===== src/rtl/sys_ctrl_pkg.sv =====
// rtl/sys_ctrl_pkg.sv - shared opcodes, FSM encoding and operand addresses for sys_cmd_ctrl
package sys_ctrl_pkg;

   localparam logic [7:0] OP_REG_WR   = 8'hAA;
   localparam logic [7:0] OP_REG_RD   = 8'hBB;
   localparam logic [7:0] OP_ALU_OPER = 8'hCC;
   localparam logic [7:0] OP_ALU_FUN  = 8'hDD;

   localparam int unsigned OPERAND_A_ADDR = 0;
   localparam int unsigned OPERAND_B_ADDR = 1;

   typedef enum logic [3:0] {
      S_IDLE,
      S_WR_ADDR,
      S_WR_DATA,
      S_RD_ADDR,
      S_RD_WAIT,
      S_ALU_A,
      S_ALU_B,
      S_ALU_FUN,
      S_ALU_WAIT,
      S_SEND_LO,
      S_SEND_HI
   } ctrl_state_e;

endpackage


===== src/rtl/sys_cmd_ctrl.sv =====
// rtl/sys_cmd_ctrl.sv - UART command decoder driving register file, ALU and TX FIFO
module sys_cmd_ctrl
   import sys_ctrl_pkg::*;
#(
   parameter int DATA_WIDTH    = 8,
   parameter int ADDRESS_WIDTH = 4,
   parameter int ALU_FUN_WIDTH = 4,
   parameter int ALU_OUT_WIDTH = 2 * DATA_WIDTH
) (
   input  logic                     CLK,
   input  logic                     RST,
   input  logic [DATA_WIDTH-1:0]    RX_P_DATA,
   input  logic                     RX_D_VLD,
   input  logic [ALU_OUT_WIDTH-1:0] ALU_OUT,
   input  logic                     ALU_OUT_VLD,
   output logic                     ALU_EN,
   output logic [ALU_FUN_WIDTH-1:0] ALU_FUN,
   output logic                     CLK_GATE_EN,
   output logic [ADDRESS_WIDTH-1:0] Address,
   output logic                     WrEn,
   output logic                     RdEn,
   output logic [DATA_WIDTH-1:0]    WrData,
   input  logic [DATA_WIDTH-1:0]    RdData,
   input  logic                     RdData_Valid,
   output logic [DATA_WIDTH-1:0]    TX_P_DATA,
   output logic                     TX_D_VLD,
   input  logic                     FIFO_FULL
);

   ctrl_state_e state_q, state_d;

   logic [ADDRESS_WIDTH-1:0] addr_q, addr_d;
   logic [ADDRESS_WIDTH-1:0] wr_addr_q, wr_addr_d;
   logic [DATA_WIDTH-1:0]    wr_data_q, wr_data_d;
   logic [DATA_WIDTH-1:0]    tx_data_q, tx_data_d;
   logic [ALU_FUN_WIDTH-1:0] alu_fun_q, alu_fun_d;
   logic [ALU_OUT_WIDTH-1:0] result_q, result_d;
   logic                     wr_en_q, wr_en_d;
   logic                     rd_en_q, rd_en_d;
   logic                     tx_vld_q, tx_vld_d;
   logic                     is_alu_q, is_alu_d;

   always_ff @(posedge CLK or negedge RST) begin
      if (!RST) begin
         state_q   <= S_IDLE;
         addr_q    <= '0;
         wr_addr_q <= '0;
         wr_data_q <= '0;
         tx_data_q <= '0;
         alu_fun_q <= '0;
         result_q  <= '0;
         wr_en_q   <= 1'b0;
         rd_en_q   <= 1'b0;
         tx_vld_q  <= 1'b0;
         is_alu_q  <= 1'b0;
      end else begin
         state_q   <= state_d;
         addr_q    <= addr_d;
         wr_addr_q <= wr_addr_d;
         wr_data_q <= wr_data_d;
         tx_data_q <= tx_data_d;
         alu_fun_q <= alu_fun_d;
         result_q  <= result_d;
         wr_en_q   <= wr_en_d;
         rd_en_q   <= rd_en_d;
         tx_vld_q  <= tx_vld_d;
         is_alu_q  <= is_alu_d;
      end
   end

   // Strobes default low so every WrEn/RdEn/TX_D_VLD is a single registered pulse.
   always_comb begin
      state_d   = state_q;
      addr_d    = addr_q;
      wr_addr_d = wr_addr_q;
      wr_data_d = wr_data_q;
      tx_data_d = tx_data_q;
      alu_fun_d = alu_fun_q;
      result_d  = result_q;
      is_alu_d  = is_alu_q;
      wr_en_d   = 1'b0;
      rd_en_d   = 1'b0;
      tx_vld_d  = 1'b0;
      case (state_q)
         S_IDLE: begin
            if (RX_D_VLD) begin
               case (RX_P_DATA)
                  OP_REG_WR:   state_d = S_WR_ADDR;
                  OP_REG_RD:   state_d = S_RD_ADDR;
                  OP_ALU_OPER: state_d = S_ALU_A;
                  OP_ALU_FUN:  state_d = S_ALU_FUN;
                  default:     state_d = S_IDLE;
               endcase
            end
         end
         S_WR_ADDR: begin
            if (RX_D_VLD) begin
               wr_addr_d = RX_P_DATA[ADDRESS_WIDTH-1:0];
               state_d   = S_WR_DATA;
            end
         end
         S_WR_DATA: begin
            if (RX_D_VLD) begin
               wr_en_d   = 1'b1;
               addr_d    = wr_addr_q;
               wr_data_d = RX_P_DATA;
               state_d   = S_IDLE;
            end
         end
         S_RD_ADDR: begin
            if (RX_D_VLD) begin
               rd_en_d = 1'b1;
               addr_d  = RX_P_DATA[ADDRESS_WIDTH-1:0];
               state_d = S_RD_WAIT;
            end
         end
         S_RD_WAIT: begin
            if (RdData_Valid) begin
               result_d = ALU_OUT_WIDTH'(RdData);
               is_alu_d = 1'b0;
               state_d  = S_SEND_LO;
            end
         end
         S_ALU_A: begin
            if (RX_D_VLD) begin
               wr_en_d   = 1'b1;
               addr_d    = ADDRESS_WIDTH'(OPERAND_A_ADDR);
               wr_data_d = RX_P_DATA;
               state_d   = S_ALU_B;
            end
         end
         S_ALU_B: begin
            if (RX_D_VLD) begin
               wr_en_d   = 1'b1;
               addr_d    = ADDRESS_WIDTH'(OPERAND_B_ADDR);
               wr_data_d = RX_P_DATA;
               state_d   = S_ALU_FUN;
            end
         end
         S_ALU_FUN: begin
            if (RX_D_VLD) begin
               alu_fun_d = RX_P_DATA[ALU_FUN_WIDTH-1:0];
               state_d   = S_ALU_WAIT;
            end
         end
         S_ALU_WAIT: begin
            if (ALU_OUT_VLD) begin
               result_d = ALU_OUT;
               is_alu_d = 1'b1;
               state_d  = S_SEND_LO;
            end
         end
         S_SEND_LO: begin
            if (!FIFO_FULL) begin
               tx_vld_d  = 1'b1;
               tx_data_d = result_q[DATA_WIDTH-1:0];
               state_d   = is_alu_q ? S_SEND_HI : S_IDLE;
            end
         end
         S_SEND_HI: begin
            if (!FIFO_FULL) begin
               tx_vld_d  = 1'b1;
               tx_data_d = result_q[2*DATA_WIDTH-1:DATA_WIDTH];
               state_d   = S_IDLE;
            end
         end
         default: state_d = S_IDLE;
      endcase
   end

   // ALU clock stays gated on across the whole operand/function/wait span.
   assign ALU_EN      = (state_q == S_ALU_WAIT);
   assign CLK_GATE_EN = (state_q == S_ALU_A) || (state_q == S_ALU_B) ||
                        (state_q == S_ALU_FUN) || (state_q == S_ALU_WAIT);

   assign ALU_FUN   = alu_fun_q;
   assign Address   = addr_q;
   assign WrEn      = wr_en_q;
   assign RdEn      = rd_en_q;
   assign WrData    = wr_data_q;
   assign TX_P_DATA = tx_data_q;
   assign TX_D_VLD  = tx_vld_q;

endmodule

===== config.mk =====
export PLATFORM = sky130hd
export DESIGN_NAME = sys_cmd_ctrl
export DESIGN_NICKNAME = d
export VERILOG_FILES = /design/src/rtl/sys_ctrl_pkg.sv /design/src/rtl/sys_cmd_ctrl.sv
export SDC_FILE = /design/constraint.sdc
export NUM_CORES = 1
export LEC_CHECK = 0
export CELL_PAD_IN_SITES_DETAIL_PLACEMENT = 0
export CELL_PAD_IN_SITES_GLOBAL_PLACEMENT = 1
export CORE_MARGIN = 4
export CORE_UTILIZATION = 34
export DETAILED_ROUTE_END_ITERATION = 16
export HOLD_SLACK_MARGIN = 0.05
export PLACE_DENSITY = 0.73
export SLEW_MARGIN = 20
export SYNTH_ARGS = -nofsm -noshare
export SYNTH_HDL_FRONTEND = slang
export SYNTH_SLANG_ARGS = --single-unit

===== constraint.sdc =====
create_clock -name CLK -period 1.59 [get_ports CLK]
set_input_delay 0.2385 -clock CLK [delete_from_list [all_inputs] [get_ports CLK]]
set_output_delay 0.2385 -clock CLK [all_outputs]
set_load 0.03 [all_outputs]

==> metrics.cfg, run 1 <==
[timing]
fin_ws_ns=-0.0830
finalHoldViolCount=0
slew_headroom=0.784
setup_viol=14
finalMaxSlewViolations=0
fmax_mhz=598
min_period_over_period=1.05
rsz0062_at_grt=yes
holdWs_ns=0.442
skew_ns=0.0121
tightest_slew_ns=0.323
fin_crit_ns=1.67

[placement]
portBuffers=66
dp_hpwl_um=4540
post-place-ws_ns=-0.118
dp.cells=430
gp_congestion=0.857
postPlaceCellArea_mm2=0.00361

[synth]
synth_top_family_by_area=simple AND/OR/NAND/NOR gates
synth_compound_area_frac=0.143
synth_most_common_cell=dfrtp_1
synth-simple-area-share=0.162
syn_nets=282
synth.area.mux_share=0.134
synth_area_leader_cell=dfrtp_1
synth-edff-count=0
synth_area_leaders=dfrtp_1 50%, mux2_2 7.3%, mux2i_1 6.1%, o21ai_0 3.4%, a21oi_1 2.5%
yosys-top-cells-count=52 x dfrtp_1, 18 x o21ai_0, 17 x mux2_2, 16 x mux2i_1, 15 x nor2_1
synth_seq_cells=52
synthArstFlopShare=1.00
synth_warnings=0
ys_types=48
synth_xor_area_frac=0.00669
synthCells=244
avgSynthCellArea_um2=10.7
yosysSeqAreaShare=0.497
ys.flop_type=dfrtp_1
synth_top_area_share=0.497
synthAdderAreaFrac=0
syn_area_mm2=0.00262

[routing]
final_antenna_net_count=0
drc_errors=0
drtIter0Drc=54
wl_per_cell_um=14.5
routed_wirelength_um=6520
dr.pass1.iters=4
via_per_inst=4.90
vias=2203

[finish]
drive_gt1_frac=0.276
fin_cells=450
nFillCells=700
area_growth_pct=51.8
diodes=0
stdcell_area_mm2=0.00397
layout.nets=388

[cts]
clockRootBuffer=clkbuf_8
cts_tree=yes
cts_max_level=2
cts_sinks=52
cts_buffers=5
cts_buffer_depth=2
clk_latency_ns=0.31
cts.clk_slew.worst_paths_ns=0.10

[floorplanning]
ios=67
die_w_um=95.7
num_rows=31
die_h_um=95.7
dieArea_mm2=0.00917
core-area_mm2=0.00737
initial_core_util=0.355

[pwr]
clockPowerShare=0.105
p_leak_uw=0.00181
p_seq_frac=0.309
pwr-share-comb=0.586
p_int_uw=4300
peakVddDrop_uv=676
p_per_area_mw_per_mm2=1820
switchingPower_uw=2910
netSwitchingFraction=0.403

[setup_path]
cp_cell_sequence=buf_6 -> buf_6 -> nand3b_1 -> a21oi_4 -> clkbuf_16 -> mux2_4
path_common_cell=buf_6
endpoint_kind=register
cp_top_family=buffers and inverters
crit_type=register to register
critical_path_required_ns=1.79
critPathBufInv=3
path_max_fanout=6
ff2ff_path_depth=6
crit_arrival_ns=1.87
cpMaxStageDelayCell=dfrtp_1
startpoint_type=register
crit_cells=6
max_stage_delay_ns=0.40

[status]
status=finished, violations left
violations=setup timing

[global_routing]
grt_overflow=0
antenna_found_initial=0
gr-usage-all-layers=0.144
grt_max_degree=53
grt_pass1_vias=2225
grt_pass1_wl_um=10500

[job]
max_cap_viol_count=0

[hold_path]
hold_path.class=input pin to async pin

through the flow:
| step | util | TNS [ns] | power (uW) |
|---|---|---|---|
| finish | 0.539 | -0.737 | 7210 |
| global route | 0.539 | -1.41 | 7690 |
| CTS | 0.511 | -0.247 | 6810 |
| detailed placement | 0.490 | -1.33 | 5980 |
| global placement | 0.490 | -0.964 | 5930 |
| floorplan | - | 0 | 4510 |
layout make-up:
cell class,instances,area [um2],share of cell area
clock inverters,2,13.8,0.00346
well taps,99,124,0.0312
inverters,10,37.5,0.00945
multi-input cells,167,1290,0.324
flip-flops and latches,52,1300,0.328
clock buffers,6,72.6,0.0183
repair buffers,114,1130,0.285
layer usage:
metal / up-vias / wire, um / global-route usage / part of all wire
met5: - / 0 / 0 / 0
met4: 0 / 78 / 0.0284 / 0.012
met3: 8 / 378 / 0.0352 / 0.058
met2: 72 / 3080 / 0.239 / 0.47
met1: 1041 / 2980 / 0.193 / 0.46
li1: 1082 / - / - / -
cell usage in the layout (no fill, tap or decap), types with 4 or more instances in the layout:
cell,instances
mux2i_1,14
nand2_1,13
inv_1,10
buf_4,35
o21ai_1,7
dlygate4sd2_1,18
dfrtp_1,51
nor2_1,14
a21oi_1,13
clkbuf_8,5
o21ai_0,17
clkdlybuf4s50_1,37
nand3_1,9
a31oi_1,4
buf_6,6
nor2b_1,5
buf_12,6
dlymetal6s2s_1,8
mux2_4,8
mux2_2,9
logic make-up (layout without fill, tap and decap cells):
logic type                count (synthesis)  count (layout)
AOI/OAI and AO/OA                        59              59
xor gates and xnor gates                  2               2
and+or+nand+nor                          73              73
muxes                                    33              33
DFF                                      52              52
buffers and inverters                    25             132
flip-flops by register name, indices dropped and copies added, names as in the netlist:
register   flops
TX_P_DATA      8
state_q        4
result_q      16
WrEn           1
ALU_FUN        4
RdEn           1
WrData         8
is_alu_q       1
TX_D_VLD       1
Address        4
wr_addr_q      4
worst min-delay path, cell delays in order:
cell and delay (ns):
dlygate4sd3_1 0.52, buf_2 0.12, buf_12 0.25
final timing paths:
| kind | slack (ns) | from | end |
|---|---|---|---|
| setup / recovery | -0.08 | state_q[1]$_DFFE_PN0P_ | WrData[1]$_DFFE_PN0P_ |
| hold / removal | 0.44 | RST | Address[1]$_DFFE_PN0P_ |
| setup reg to reg | -0.08 | state_q[1]$_DFFE_PN0P_ | WrData[1]$_DFFE_PN0P_ |
| hold reg to reg | 0.49 | TX_P_DATA[4]$_DFFE_PN0P_ | TX_P_DATA[4]$_DFFE_PN0P_ |
| max in group asynchronous | 0.90 | RST | state_q[3]$_DFFE_PN0P_ |
| min in group CLK | 0.49 | TX_P_DATA[4]$_DFFE_PN0P_ | TX_P_DATA[4]$_DFFE_PN0P_ |
power groups by stage:
stage          sequential, uW  combinational (uW)  clock (uW)
2_1_floorplan            2770                1740           0
3_3_place_gp             2240                3690           0
3_5_place_dp             2260                3730           0
4_1_cts                  2230                3800         779
5_1_grt                  2310                4550         831
6_report                 2230                4230         760
repair_timing:
item / CTS / global route
gates cloned: 0 / 1
setup endpoints to repair: 21 / 49
resized for setup: 29 / 38
hold buffers: 1 / 0
endpoints found under the hold margin: 52 / 0
buffers inserted: 4 / 7
pin swaps: 3 / 8
Note: power is estimated with default switching activity, not from simulation.
==> run 2, diff against run 1 <==
--- a/config.mk
+++ b/config.mk
@@ -8,10 +8,11 @@
 export CELL_PAD_IN_SITES_DETAIL_PLACEMENT = 0
 export CELL_PAD_IN_SITES_GLOBAL_PLACEMENT = 1
 export CORE_MARGIN = 4
-export CORE_UTILIZATION = 34
+export CORE_UTILIZATION = 35
+export CTS_BUF_LIST = sky130_fd_sc_hd__clkbuf_2
 export DETAILED_ROUTE_END_ITERATION = 16
 export HOLD_SLACK_MARGIN = 0.05
-export PLACE_DENSITY = 0.73
+export PLACE_DENSITY = 0.75
 export SLEW_MARGIN = 20
 export SYNTH_ARGS = -nofsm -noshare
 export SYNTH_HDL_FRONTEND = slang
==> run 2 against run 1 <==
The run still ends with setup timing left. Via count is 2.5% higher. Global-route usage grew 0.11 points. Critical path depth decreased by 2. Clock-buffer cell count fell by 1. Non-clock buffer count grew 5. Setup slack worse by 0.19 ns. Flip-flop and latch count unchanged. Sequential power is 3% higher. Final area increased by 6.2%. Clock power is 5.8% lower. Fmax is 10% lower. Highest routed layer unchanged.
==> metrics.cfg, run 2 (synthesis gave the netlist of run 1 again) <==
[status]
status=finished, violations left
violations=setup timing

[pwr]
peakVddDrop_uv=721  ; +6.7%
p_per_area_mw_per_mm2=1820  ; +0.47%
p_leak_uw=0.00178  ; -2.1%

[setup_path]
crit_arrival_ns=1.62  ; -0.25 ns
endpoint_kind=output pin
path_max_fanout=2  ; -4
crit_type=register to output pin
critical_path_required_ns=1.35  ; -0.44 ns
startpoint_type=register

[finish]
fin_cells=455  ; +1.1%
final_common_cell=dfrtp_1
drive_gt1_frac=0.382  ; +0.106
area_growth_pct=61.1
layout.nets=393  ; +1.3%
stdcell_area_mm2=0.00422  ; +6.2%
final_cell_mix=50 x dfrtp_1, 36 x clkdlybuf4s50_1, 31 x buf_4, 16 x o21ai_1, 14 x clkdlybuf4s15_1
diodes=0  ; unchanged
regMostFlops=result_q
final_core_util=0.582  ; +0.0425
largest_register_ffs=16  ; unchanged

[floorplanning]
num_rows=31  ; unchanged
die_w_um=94.5  ; -1.3%
dieArea_mm2=0.00893  ; -2.6%
ios=67  ; unchanged
die_h_um=94.5  ; -1.3%
core-area_mm2=0.00725  ; -1.6%
initial_core_util=0.361  ; +0.00570

[placement]
dp_hpwl_um=4590  ; +1.0%
portBuffers=66  ; unchanged
dp.cells=429  ; -0.23%
gp_congestion=0.841  ; -1.9%
postPlaceCellArea_mm2=0.00361  ; -0.21%

[routing]
vias=2259  ; +2.5%
dr.pass1.iters=4  ; unchanged
via_per_inst=4.96  ; +1.4%
routed_wirelength_um=6980  ; +7.2%
drtIter0Drc=117  ; +120%
final_antenna_net_count=0  ; unchanged
wl_per_cell_um=15.3  ; +6.0%
drc_errors=0  ; unchanged

[global_routing]
grt_pass1_wl_um=10200  ; -2.6%
grt_max_degree=53  ; unchanged
grt_pass1_vias=2139  ; -3.9%
antenna_found_initial=0  ; unchanged
gr-usage-all-layers=0.145  ; +0.00113
grt_overflow=0  ; unchanged

[timing]
finalHoldViolCount=0  ; unchanged
slew_headroom=0.786  ; +0.00172
min_period_over_period=1.17  ; +0.119
fin_crit_ns=1.86  ; +0.190 ns
finalMaxSlewViolations=0  ; unchanged
fmax_mhz=537  ; -10%
rsz0062_at_grt=yes
tightest_slew_ns=0.318  ; -0.00450 ns
fin_ws_ns=-0.273  ; -0.190 ns
skew_ns=0.00659  ; -0.00548 ns
setup_viol=47  ; +33
finalSetupTns_ns=-5.64  ; -4.90 ns

[cts]
clk_latency_ns=0.44  ; +0.13 ns
cts_buffer_depth=2  ; unchanged
clockRootBuffer=clkbuf_2
cts_buffers=5  ; unchanged
cts_max_level=2  ; unchanged
cts.clk_slew.worst_paths_ns=0.27  ; +0.17 ns
cts_tree=yes
cts_sinks=52  ; unchanged

[job]
max_cap_viol_count=0  ; unchanged

[hold_path]
hold_path.class=input pin to async pin

[run 2: changes by cell type in the layout (fill, tap and decap cells not counted), sizes merged]
| cell | before | now |
|---|---|---|
| clkbuf | 7 | 9 |
| dlymetal6s2s | 8 | 0 |
| dlygate4sd2 | 18 | 12 |
| bufinv | 0 | 1 |
| clkdlybuf4s50 | 37 | 36 |
| buf | 49 | 52 |
| clkdlybuf4s15 | 0 | 14 |
[run 2: critical path: stages (launching register included)]
cell	delay (ns)
dfrtp_1	0.50
buf_6	0.15
or2_4	0.27
nor2_8	0.11
buf_6	0.14
[run 2: repair_timing]
item / in CTS / in global routing
endpoints found under the setup margin: 46 / 62
gates resized for setup: 51 / 89
cloned: 0 / 4
pin swaps: 6 / 17
hold buffers: 1 / 0
hold endpoints to repair: 52 / 0
buffers inserted: 7 / 7
[run 2: final timing paths]
kind,startpoint,to,slack [ns],depth (start not counted)
max,state_q[0]$_DFFE_PN0P_,ALU_EN,-0.27,4
min,RST,state_q[0]$_DFFE_PN0P_,0.25,3
max reg2reg,state_q[0]$_DFFE_PN0P_,WrData[1]$_DFFE_PN0P_,-0.26,7
min reg2reg,TX_P_DATA[7]$_DFFE_PN0P_,TX_P_DATA[7]$_DFFE_PN0P_,0.52,2
max in group asynchronous,RST,TX_P_DATA[6]$_DFFE_PN0P_,1.09,3
min in group CLK,ALU_OUT[12],result_q[12]$_DFFE_PN0P_,0.32,3
[run 2: layout make-up]
| type | instances | area (um2) |
|---|---|---|
| fillers | 662 | 3040 |
| multi-input cells | 167 | 1460 |
| well taps | 99 | 124 |
| clock buffers | 5 | 25.0 |
| clock inverters | 3 | 46.3 |
| inverters | 10 | 37.5 |
| flip-flops and latches | 52 | 1300 |
| repair buffers | 119 | 1220 |
[run 2: power breakdown]
group	switching [uW]	internal [uW]
logic	2350	2330
clock network	441	275
registers	401	1900
total	3190	4500
[run 2: metrics by stage]
stage	hold WS [ns]	setup WS (ns)	total power, uW
after floorplan	-0.0571	0.0456	4510
after global placement	0.251	-0.0947	5920
after detailed placement	0.249	-0.0992	5980
after CTS	0.256	-0.278	6790
after global routing	0.232	-0.359	8170
final	0.254	-0.273	7690
[run 2: layer usage]
layer / track usage / part of all wire / vias up / wire length [um]
met5: 0 / 0 / - / 0
met3: 0.0335 / 0.054 / 7 / 375
li1: - / - / 1091 / -
met1: 0.193 / 0.42 / 1098 / 2940
met4: 0.0373 / 0.0073 / 0 / 51
met2: 0.240 / 0.52 / 63 / 3620
==> run 3, diff against run 2 <==
--- a/config.mk
+++ b/config.mk
@@ -7,7 +7,6 @@
 export LEC_CHECK = 0
 export CELL_PAD_IN_SITES_DETAIL_PLACEMENT = 0
 export CELL_PAD_IN_SITES_GLOBAL_PLACEMENT = 1
-export CORE_MARGIN = 4
 export CORE_UTILIZATION = 35
 export CTS_BUF_LIST = sky130_fd_sc_hd__clkbuf_2
 export DETAILED_ROUTE_END_ITERATION = 16
==> run 3 against run 2 <==
The run still ends with setup timing left. Sequential share of layout area up 0.55 points. Final area down 1.8%. Die area down 12%. Non-clock buffer count up 3. Flip-flop and latch count unchanged. Clock skew up 0.019 ns. Total power down 4.8%. Largest power group unchanged.
==> metrics.cfg, run 3 (synthesis gave the netlist of run 1 again) <==
[status]
status=finished, violations left
violations=setup timing

[global_routing]
grtUsageMet2=0.295  ; +0.0552
busiest_layer=met2
antenna_found_initial=0  ; unchanged
use_met3=0.0364  ; +0.00291
globalRouteMet1Util=0.232  ; +0.0391
grt_pass1_wl_um=10500  ; +2.2%
gr-usage-all-layers=0.176  ; +0.0303
grt_overflow=0  ; unchanged
grt_max_degree=36  ; -32%
grt_pass1_vias=2192  ; +2.5%

[pwr]
pwr-share-comb=0.612  ; +0.004
clockPowerShare=0.076  ; -0.017
netSwitchingFraction=0.424  ; +0.00961
p_per_area_mw_per_mm2=1770  ; -3.1%
peakVddDrop_uv=841  ; +17%
p_seq_frac=0.313  ; +0.014
p_leak_uw=0.00176  ; -0.84%
p_total_uw=7320  ; -4.8%
switchingPower_uw=3100  ; -2.6%
p_int_uw=4220  ; -6.4%

[cts]
cts_tree=yes
cts_max_level=2  ; unchanged
clockRootBuffer=clkbuf_2
cts.clk_slew.worst_paths_ns=0.29  ; +0.02 ns
cts_buffer_depth=2  ; unchanged
clk_latency_ns=0.45  ; about the same
cts_buffers=5  ; unchanged
cts_sinks=52  ; unchanged

[finish]
nFillCells=671  ; +1.4%
largest_register_ffs=16  ; unchanged
regMostFlops=result_q
ff_latch_area_mm2=0.00130  ; unchanged
layout.nets=396  ; +0.76%
stdcell_area_mm2=0.00414  ; -1.8%
fin_cells=458  ; +0.66%
diodes=0  ; unchanged
drive_gt1_frac=0.376  ; -0.00598
multi_input_area_mm2=0.00142  ; -2.8%
final_common_cell=dfrtp_1
final_cell_mix=50 x dfrtp_1, 39 x buf_4, 36 x clkdlybuf4s50_1, 23 x dlygate4sd2_1
area_growth_pct=58.3

[routing]
drc_errors=0  ; unchanged
routed_wirelength_um=7040  ; +0.79%
wl_per_cell_um=15.4  ; +0.13%
final_antenna_net_count=0  ; unchanged
vias=2284  ; +1.1%
dr.pass1.iters=4  ; unchanged
drtIter0Drc=87  ; -26%
via_per_inst=4.99  ; +0.44%

[hold_path]
hold_path.class=input pin to async pin

[setup_path]
r2r_start=state_q[0]$_DFFE_PN0P_
endpoint_kind=output pin
crit_type=register to output pin
ff2ff_path_depth=9  ; +2
startpoint_type=register
critical_path_required_ns=1.35  ; about the same
r2r_end=TX_P_DATA[5]$_DFFE_PN0P_
critPathLaunch=state_q[0]$_DFFE_PN0P_
crit_arrival_ns=1.61  ; about the same
path_max_fanout=3  ; +1
rrSetupSlack_ns=-0.23  ; +0.03 ns
crit_end=ALU_EN

[placement]
gp_congestion=0.864  ; +2.8%
dp_hpwl_um=4430  ; -3.4%
postPlaceCellArea_mm2=0.00361  ; unchanged
portBuffers=66  ; unchanged
dp.cells=429  ; unchanged

[timing]
slew_headroom=0.697  ; -0.0893
fmax_mhz=542  ; +0.95%
setup_viol=45  ; -4.3%
fin_crit_ns=1.85  ; -0.0175 ns
rsz0062_at_grt=yes
holdWs_ns=0.219  ; -0.0347 ns
fin_ws_ns=-0.255  ; +0.0175 ns
min_period_over_period=1.16  ; -0.0110
skew_ns=0.0252  ; +0.0186 ns
finalHoldViolCount=0  ; unchanged
tightest_slew_ns=0.455  ; +0.136 ns
finalMaxSlewViolations=0  ; unchanged

[floorplanning]
ios=67  ; unchanged
initial_core_util=0.361  ; unchanged
core-area_mm2=0.00725  ; unchanged
num_rows=31  ; unchanged
die_h_um=88.5  ; -6.4%
dieArea_mm2=0.00783  ; -12%
die_w_um=88.5  ; -6.4%

[job]
max_cap_viol_count=0  ; unchanged

-- run 3: cell count changes in the layout (fill, tap and decap cells not counted), sizes merged --
| cell | change |
|---|---|
| dlygate4sd2 | +11 |
| clkdlybuf4s15 | -10 |
| buf | +3 |
| bufinv | -1 |
| clkbuf | -1 |
| clkinv | +1 |
-- run 3: worst max-delay path, stage by stage, from the launching register on --
cell and delay [ns]:
dfrtp_1 0.48, buf_4 0.16, or2_4 0.26, nor2_8 0.11
buf_6 0.14
-- run 3: final cells by class --
class	count	share of cell area
tap	99	0.0299
multi-input combinational	167	0.343
clock buffer	5	0.00604
timing repair buffer	122	0.293
sequential	52	0.315
inverter	10	0.00906
clock inverter	3	0.00423
-- run 3: power by group through the flow --
| stage | clock network [uW] | registers [uW] | logic (uW) |
|---|---|---|---|
| final | 555 | 2290 | 4480 |
| after floorplan | 0 | 2770 | 1740 |
| after CTS | 567 | 2230 | 3860 |
| after global placement | 0 | 2280 | 3640 |
| after global routing | 611 | 2350 | 4820 |
| after detailed placement | 0 | 2280 | 3690 |
-- run 3: how the worst min path moves through the flow --
| stage | start | to |
|---|---|---|
| floorplan | RST | ALU_FUN[0]$_DFFE_PN0P_ |
| global placement | RST | state_q[0]$_DFFE_PN0P_ |
| detailed placement | RST | state_q[2]$_DFFE_PN0P_ |
| CTS | RST | state_q[0]$_DFFE_PN0P_ |
| global route | RST | state_q[0]$_DFFE_PN0P_ |
| finish | RST | state_q[0]$_DFFE_PN0P_ |
-- run 3: metrics by stage --
step | setup WS [ns] | setup TNS, ns | utilization
2_1_floorplan | 0.0456 | 0 | -
3_3_place_gp | -0.127 | -1.76 | 0.497
3_5_place_dp | -0.166 | -2.12 | 0.497
4_1_cts | -0.289 | -4.38 | 0.520
5_1_grt | -0.337 | -8.17 | 0.571
6_report | -0.255 | -5.95 | 0.571
-- run 3: what timing repair did --
action / 4_1_cts / 5_1_grt
pin swaps: 9 / 18
gates resized for setup: 54 / 58
hold buffers: 1 / 0
hold endpoints to repair: 37 / 0
gates cloned: 0 / 4
setup buffers: 9 / 7
setup endpoints to repair: 63 / 50
-- run 3: metal layers --
layer  up-vias  wire length, um  part of all wire
li1       1093                -                 -
met3         7              326             0.046
met1      1109             3060              0.43
met4         0               57            0.0081
met5         -                0                 0
met2        75             3600              0.51
